File: config.mk
export PLATFORM = sky130hd
export DESIGN_NAME = biriscv_csr_issue_arb
export DESIGN_NICKNAME = d
export VERILOG_FILES = /design/src/rtl/biriscv_csr_issue_arb.sv
export SDC_FILE = /design/constraint.sdc
export NUM_CORES = 1
export LEC_CHECK = 0
export ABC_AREA = 1
export CORE_AREA = 2 2 118 120
export CTS_CLUSTER_SIZE = 28
export DETAILED_ROUTE_END_ITERATION = 8
export DIE_AREA = 0 0 120 122
export DONT_BUFFER_PORTS = 1
export GPL_ROUTABILITY_DRIVEN = 1
export SETUP_SLACK_MARGIN = 0.5
export SLEW_MARGIN = 10
export SYNTH_ARGS = -nofsm -noshare
export SYNTH_HDL_FRONTEND = slang
export SYNTH_SLANG_ARGS = --single-unit
File: constraint.sdc
create_clock -name clk_i -period 2.99 [get_ports clk_i]
set_input_delay 0.598 -clock clk_i [delete_from_list [all_inputs] [get_ports clk_i]]
set_output_delay 0.598 -clock clk_i [all_outputs]
set_load 0.05 [all_outputs]
File: src/rtl/biriscv_csr_issue_arb.sv
// CSR issue arbiter: grants one CSR-class op at a time from the two issue slots
// and holds further grants until the granted op has passed writeback.
module biriscv_csr_issue_arb #(
    parameter int unsigned WB_LATENCY = 2
) (
    input  logic        clk_i,
    input  logic        rst_ni,
    input  logic        req0_valid_i,
    input  logic [31:0] req0_opcode_i,
    input  logic [31:0] req0_pc_i,
    input  logic [31:0] req0_ra_operand_i,
    input  logic        req0_invalid_i,
    input  logic        req1_valid_i,
    input  logic [31:0] req1_opcode_i,
    input  logic [31:0] req1_pc_i,
    input  logic [31:0] req1_ra_operand_i,
    input  logic        req1_invalid_i,
    input  logic        squash_i,
    input  logic [5:0]  wb_exception_i,
    output logic        req0_ready_o,
    output logic        req1_ready_o,
    output logic        csr_valid_o,
    output logic [31:0] csr_opcode_o,
    output logic [31:0] csr_pc_o,
    output logic [31:0] csr_ra_operand_o,
    output logic        csr_invalid_o,
    output logic        csr_busy_o
);

    // state    | meaning
    // ST_RESET | held in reset, or first cycle after release (no grant)
    // ST_IDLE  | eligible to grant; slot0 has priority
    // ST_BUSY  | granted op in flight, counting down to writeback
    // ST_FLUSH | one-cycle gap after a trapping/fencing writeback
    localparam logic [1:0] ST_RESET = 2'd0;
    localparam logic [1:0] ST_IDLE  = 2'd1;
    localparam logic [1:0] ST_BUSY  = 2'd2;
    localparam logic [1:0] ST_FLUSH = 2'd3;

    localparam logic [2:0] CNT_LOAD = 3'(WB_LATENCY);

    logic [1:0] state_q, state_d;
    logic [2:0] cnt_q, cnt_d;
    logic       grant0, grant1;

    always_comb begin
        grant0  = (state_q == ST_IDLE) & req0_valid_i & ~squash_i;
        grant1  = (state_q == ST_IDLE) & req1_valid_i & ~req0_valid_i & ~squash_i;
        state_d = state_q;
        cnt_d   = cnt_q;
        case (state_q)
            ST_RESET: state_d = ST_IDLE;
            ST_IDLE: begin
                if (grant0 | grant1) begin
                    state_d = ST_BUSY;
                    cnt_d   = CNT_LOAD;
                end
            end
            ST_BUSY: begin
                // squash is deliberately ignored here: the in-flight op always completes
                cnt_d = cnt_q - 3'd1;
                if (cnt_q == 3'd1) begin
                    state_d = (wb_exception_i != 6'd0) ? ST_FLUSH : ST_IDLE;
                end
            end
            ST_FLUSH: state_d = ST_IDLE;
            default:  state_d = ST_RESET;
        endcase
    end

    always_ff @(posedge clk_i or negedge rst_ni) begin
        if (!rst_ni) begin
            state_q <= ST_RESET;
            cnt_q   <= 3'd0;
        end else begin
            state_q <= state_d;
            cnt_q   <= cnt_d;
        end
    end

    always_comb begin
        req0_ready_o     = grant0;
        req1_ready_o     = grant1;
        csr_valid_o      = grant0 | grant1;
        csr_busy_o       = (state_q == ST_BUSY) | (state_q == ST_FLUSH);
        csr_opcode_o     = 32'b0;
        csr_pc_o         = 32'b0;
        csr_ra_operand_o = 32'b0;
        csr_invalid_o    = 1'b0;
        if (grant0) begin
            csr_opcode_o     = req0_opcode_i;
            csr_pc_o         = req0_pc_i;
            csr_ra_operand_o = req0_ra_operand_i;
            csr_invalid_o    = req0_invalid_i;
        end else if (grant1) begin
            csr_opcode_o     = req1_opcode_i;
            csr_pc_o         = req1_pc_i;
            csr_ra_operand_o = req1_ra_operand_i;
            csr_invalid_o    = req1_invalid_i;
        end
    end

endmodule

==> results of run 1 <==
[final cells by class]
cell class | count | area, µm²
well taps | 180 | 225
multi-input cells | 323 | 1470
clock buffers | 4 | 78.8
flip-flops and latches | 5 | 125
repair buffers | 15 | 124
inverters | 12 | 47.5
fillers | 1570 | 11400
[what timing repair did]
| item | in CTS | in global routing |
|---|---|---|
| pin swaps | 0 | 0 |
| resized for setup | 17 | 75 |
| endpoints found under the setup margin | 55 | 97 |
[power by group through the flow]
stage	Sequential [mW]	Combinational [mW]	Clock, mW
2_1_floorplan	0.114	1.08	0
3_3_place_gp	0.116	1.17	0
3_5_place_dp	0.118	1.17	0
4_1_cts	0.117	1.18	0.226
5_1_grt	0.123	1.31	0.229
6_report	0.117	1.23	0.221
[how the worst max path moves through the flow]
stage | endpoint | start | slack, ns
final | csr_pc_o[8] | state_q[1]$_DFFE_PN0P_ | 0.57
after global routing | csr_pc_o[8] | state_q[1]$_DFFE_PN0P_ | 0.43
after CTS | csr_pc_o[17] | state_q[1]$_DFFE_PN0P_ | 0.49
after detailed placement | csr_ra_operand_o[3] | req1_valid_i | 0.56
after global placement | csr_ra_operand_o[3] | req1_valid_i | 0.60
after floorplan | csr_opcode_o[22] | squash_i | 0.77
[stage by stage]
stage	instances	area [µm²]	util (%)
finish	539	2070	15.3
detailed placement	535	1760	13.0
CTS	539	1880	13.9
global route	539	2070	15.3
floorplan	361	1550	-
global placement	535	1760	13.0
[critical path: cells and delay by family, from the launching register on]
family                 cells  cell delay, ns
buffers and inverters      3            0.48
DFF                        1            0.38
and+or+nand+nor            5            0.71
[cells by family (layout without fill, tap and decap cells)]
family                     Yosys count  after routing  synth area share, %
adders and majority gates            2              2                 1.61
AOI/OAI and AO/OA                    2              2                0.806
DFF                                  5              5                 8.06
and+or+nand+nor                    318            318                 77.2
buffers and inverters               33             31                 11.8
xor gates and xnor gates             1              1                0.564
[flip-flops by register name (all words and copies together), names as in the netlist]
| signal | flops |
|---|---|
| cnt_q | 3 |
| state_q | 2 |
[routing by layer]
layer	track usage, %	vias up	share of wire [%]	wire length, µm
met1	7.05	953	36	2230
met2	11.6	181	52	3170
li1	-	1051	-	-
met4	2.57	0	2.2	134
met5	0	-	0	0
met3	0.234	8	9.6	586
[layout by cell type (no fill, tap or decap)]
cell type  count
nor2_2         1
inv_2          1
nor2_1         8
clkbuf_16      3
ha_1           2
inv_1          9
nand3_1        2
xor2_1         1
buf_8          1
nand2_2       88
dfrtp_1        5
clkinv_2       2
a21oi_1        1
o211ai_1       1
nand2_1      219
buf_4         13
buf_6          1
clkbuf_1       1
==> results.toml, run 1 <==
[status]
status = "completed"

[timing]
fin_crit_ns = 2.42
fin_skew_ns = 0.00282
worstMarginPinSlew_ns = 0.482
layout_setup_ws_ns = 0.571
rsz0062_at_grt = "true"
max_freq_mhz = 413
finalMaxSlewViolations = 0
slew_headroom_pct = 67.8
min_period_over_period_pct = 80.9
hold_ws_ns = 0.0651
hold_viol = 0
finalSetupTns_ns = 0
finalSetupViolations = 0

[pwr]
power_mw = 1.57
seqPwrFrac_pct = 7.5
p_clk_share_pct = 14.0
p_switching_mw = 1.12
p_int_mw = 0.454
swShare_pct = 71.1
combPwrFrac_pct = 78.5
leakagePower_nw = 1.08
peakVddDrop_v = 0.000533
p_per_area_nw_per_um2 = 761

[setup_path]
cp.required_ns = 2.39
crit_arrival_ns = 1.82
ff2ff_path_depth = 5
rr_startpoint = "state_q[1]$_DFFE_PN0P_"
start_kind = "flop"
slowest_stage = "dfrtp_1"
setup.worst_path.class = "flop to output port"
endpoint_kind = "output port"
crit_path_frequent_cell = "nand2_1"
cp_cell_sequence = "inv_2 > nand2_1 > nor2_2 > nand2_1 > clkinv_2 > buf_4 > nand2_1 > nand2_2"
critPathMaxFanout = 50
r2r_end = "cnt_q[2]$_DFFE_PN0P_"
cp_slowest_stage_delay_ns = 0.38
r2r_slack_ns = 1.51

[drt]
vias_per_cell = 4.07
antenna_left = 0
wl_per_cell_um = 11.3
num_vias = 2193
drcViolationCount = 0
wl_mm = 6.12
drt_iter0_drc = 82
firstDrtPassIters = 4

[yosys]
netlist_area_um2 = 1550
ys_warn_count = 0
ys_ff_latch = 5
synth_edf_count = 0
syn_avg_cell_area_um2 = 4.30
ys_top_cells_by_area = "nand2_1 74%, dfrtp_1 8.1%, buf_2 4.5%, buf_6 3.6%, inv_1 2.2%"
synth_most_common_cell = "nand2_1"
synth_top_cell_by_area = "nand2_1"
synth_top_cell_area_share_pct = 74.2
synth_cell_types = 15
ys_seq_area_share_pct = 8.06
syn_inst = 361
synth_fp_nets = 568
synth_ff_type = "dfrtp_1"
synth.top_cells.by_count = "307 x nand2_1, 14 x buf_2, 9 x inv_1, 8 x nor2_1"
async_flop_share_pct = 100

[clock_tree]
post_cts_buffers = 0
clockBufferDepth = 2
htreeDepth = 1
clockRootBuffer = "clkbuf_16"
numCtsBuffers = 3
clkLatencyLatePin_ns = 0.23
ctsHoldBuffers = 0
clkTransAtPathRegs_ns = 0.03
clkSinkCount = 5
cts_tree = "done"

[floorplanning]
boundaryPins = 306
rows = 43
fp.dieW_um = 120
fp.dieArea_um2 = 14600
coreArea_um2 = 13500
dieHeight_um = 122
start_util_pct = 11.5

[placed_design]
place.gp.congestion = 0.766
dp_hpwl_mm = 5.07
dpl_worst_slack_ns = 0.560
io_buffers = 0

[finish]
layout-drive-gt1-share_pct = 30.6
final_nets = 567
areaGrowthSynthToFinish_pct = 33.0
num_antenna_cells = 0

[min_path]
hold_class = "primary input to async pin"

[global_routing]
grt_pass1_vias = 1500
grt_pass1_wl_mm = 7.02
grt_max_degree = 51
grt_usage_pct = 6.07
grt_overflow = 0
antenna_found_initial = 0

[job]
drv_cap = 0
No activity file was read; power rests on OpenSTA's default activity.
==> run 2: changes to the inputs <==
==> constraint.sdc (replaced) <==
create_clock -name clk_i -period 2.5 [get_ports clk_i]
set_input_delay 0.5 -clock clk_i [delete_from_list [all_inputs] [get_ports clk_i]]
set_output_delay 0.5 -clock clk_i [all_outputs]
set_load 0.05 [all_outputs]
==> run 2 against run 1 <==
Effect of this change:
- global-route usage increased by 6.4 points
- critical path depth increased by 2
- die area unchanged
- total power increased by 110%
- routed wire length increased by 90%
- sequential cell count unchanged
- first-iteration DRC count increased by 43%
- clock skew decreased by 0.00094 ns
- final area increased by 130%
- count of clock-buffer cells in the layout unchanged
- worst setup slack got worse by 0.29 ns
- via count increased by 26%
- largest cell class is now buffers
- highest routed layer unchanged
==> results.toml, run 2 (synthesis results as in run 1) <==
[setup_path]
path_delay_family = "buffers and inverters"
cp_cell_sequence = "inv_2 > nand2_4 > nor2_4 > nand2_4 > clkinv_8 > buf_8 > buf_16 > nand2_1 > nand2_2 > buf_12"
crit_buf_inv = 5
slowest_stage = "dfrtp_1"
cp.required_ns = 2.00
critPathLaunch = "state_q[1]$_DFFE_PN0P_"
rr_startpoint = "state_q[1]$_DFFE_PN0P_"
ff2ff_path_depth = 5
r2r_end = "cnt_q[2]$_DFFE_PN0P_"
endpoint_kind = "output port"
setup.worst_path.class = "flop to output port"
r2r_slack_ns = 1.21
crit_path_frequent_cell = "nand2_4"
start_kind = "flop"
critPathMaxFanout = 6
cp_slowest_stage_delay_ns = 0.38
crit_arrival_ns = 1.72

[min_path]
hold_class = "flop to flop"
worstHoldStart = "cnt_q[1]$_DFFE_PN0P_"
min_path_cells = 2
min_delay_worst_endpoint = "cnt_q[1]$_DFFE_PN0P_"

[finish]
final_common_cell = "nand2_1"
reg_top3 = "cnt_q x3, state_q x2"
largest_register_ffs = 3
final_nets = 665
num_antenna_cells = 0
areaGrowthSynthToFinish_pct = 201
regMostFlops = "cnt_q"
layout-drive-gt1-share_pct = 48.8
final_util_pct = 34.6
final_cell_mix = "204 x nand2_1, 92 x buf_12, 61 x nand2_4, 40 x nand2_2, 12 x buf_16"
stdcell_count = 637

[clock_tree]
htreeDepth = 1
clkLatencyLatePin_ns = 0.23
numCtsBuffers = 3
cts_tree = "done"
clkTransAtPathRegs_ns = 0.03
clkSinkCount = 5
clockBufferDepth = 2
clockRootBuffer = "clkbuf_16"

[global_routing]
grt_overflow = 0
grt_pass1_vias = 2474
use_met3_pct = 2.72
grt_pass1_wl_mm = 13.7
grt_max_degree = 49
antenna_found_initial = 0
use_met2_pct = 24.0
gr-usage-met1_pct = 13.9
grt.busiest_layer = "met2"
grt_usage_pct = 12.5

[drt]
antenna_left = 0
drt_iter0_drc = 117
wl_mm = 11.6
num_vias = 2757
vias_per_cell = 4.33
firstDrtPassIters = 4
wl_per_cell_um = 18.2
drcViolationCount = 0

[pwr]
power_mw = 3.27
peakVddDrop_v = 0.000601
p_per_area_nw_per_um2 = 699
leakagePower_nw = 2.30

[timing]
finalMaxSlewViolations = 0
hold_viol = 0
finalSetupViolations = 0
rsz0062_at_grt = "true"
finalSetupTns_ns = 0
slew_headroom_pct = 76.2
fin_skew_ns = 0.00187
min_period_over_period_pct = 88.7
fin_crit_ns = 2.22
layout_setup_ws_ns = 0.282
max_freq_mhz = 451
worstMarginPinSlew_ns = 0.356

[placed_design]
place.gp.congestion = 0.819
io_buffers = 0
dp_hpwl_mm = 6.36
dpl_worst_slack_ns = 0.464
dpl.cell_count = 612

[floorplanning]
start_util_pct = 11.5
rows = 43
boundaryPins = 306
fp.dieW_um = 120
coreArea_um2 = 13500
fp.dieArea_um2 = 14600
dieHeight_um = 122

[job]
drv_cap = 0

[status]
status = "completed"
[run 2: changes by cell type in the layout (fill, tap and decap cells not counted), sizes merged]
cell,delta
buf,+92
clkbuf,+5
dlygate4sd3,+1
[run 2: metal layers]
layer | vias up | share of wire, %
met5 | - | 0
li1 | 1261 | -
met1 | 1258 | 37
met2 | 220 | 53
met4 | 0 | 1.5
met3 | 18 | 8.7
[run 2: worst register-to-register path, cell delays in order, from the launching register on]
cell      delay [ns]
dfrtp_1         0.38
buf_4           0.20
nor2_1          0.11
o211ai_1        0.13
inv_2           0.26
nor2_1          0.08
[run 2: where the power goes]
| group | leakage (nW) | internal [mW] | switching [mW] | total [mW] |
|---|---|---|---|---|
| sequential | 0.0613 | 0.116 | 0.0274 | 0.143 |
| combinational | 2.20 | 1.22 | 1.64 | 2.86 |
| clock | 0.0382 | 0.212 | 0.0583 | 0.270 |
[run 2: repair_timing]
action,4_1_cts,5_1_grt
pin swaps,8,42
endpoints found under the setup margin,98,98
setup buffers,3,2
hold buffers,1,0
gates cloned,10,5
resized for setup,78,103
hold endpoints to repair,5,0
[run 2: area by class of cell]
class / instances / area [µm²]
sequential: 5 / 125
clock buffer: 4 / 78.8
fill: 1333 / 8830
tap: 180 / 225
timing repair buffer: 113 / 2340
multi-input combinational: 323 / 1840
inverter: 12 / 70.1
[run 2: worst max-delay path by stage]
stage	end	slack (ns)	cells past startpoint
global route	csr_pc_o[3]	0.22	10
detailed placement	csr_opcode_o[29]	0.46	6
global placement	csr_opcode_o[29]	0.48	6
finish	csr_pc_o[3]	0.28	10
floorplan	csr_opcode_o[22]	0.58	6
CTS	csr_opcode_o[6]	0.33	9
[run 2: per-stage QoR]
stage	hold WS, ns	cell area (µm²)
final	0.504	4680
after detailed placement	0.205	3490
after global routing	0.560	4680
after floorplan	0.204	1580
after global placement	0.205	3490
after CTS	0.512	4160
==> run 3: changes to the inputs <==
--- a/config.mk
+++ b/config.mk
@@ -7,6 +7,7 @@
 export LEC_CHECK = 0
 export ABC_AREA = 1
 export CORE_AREA = 2 2 118 120
+export CTS_CLUSTER_DIAMETER = 30
 export CTS_CLUSTER_SIZE = 28
 export DETAILED_ROUTE_END_ITERATION = 8
 export DIE_AREA = 0 0 120 122
==> results of run 3 <==
The final DEF is identical to that of run 2; final timing and power are the same.
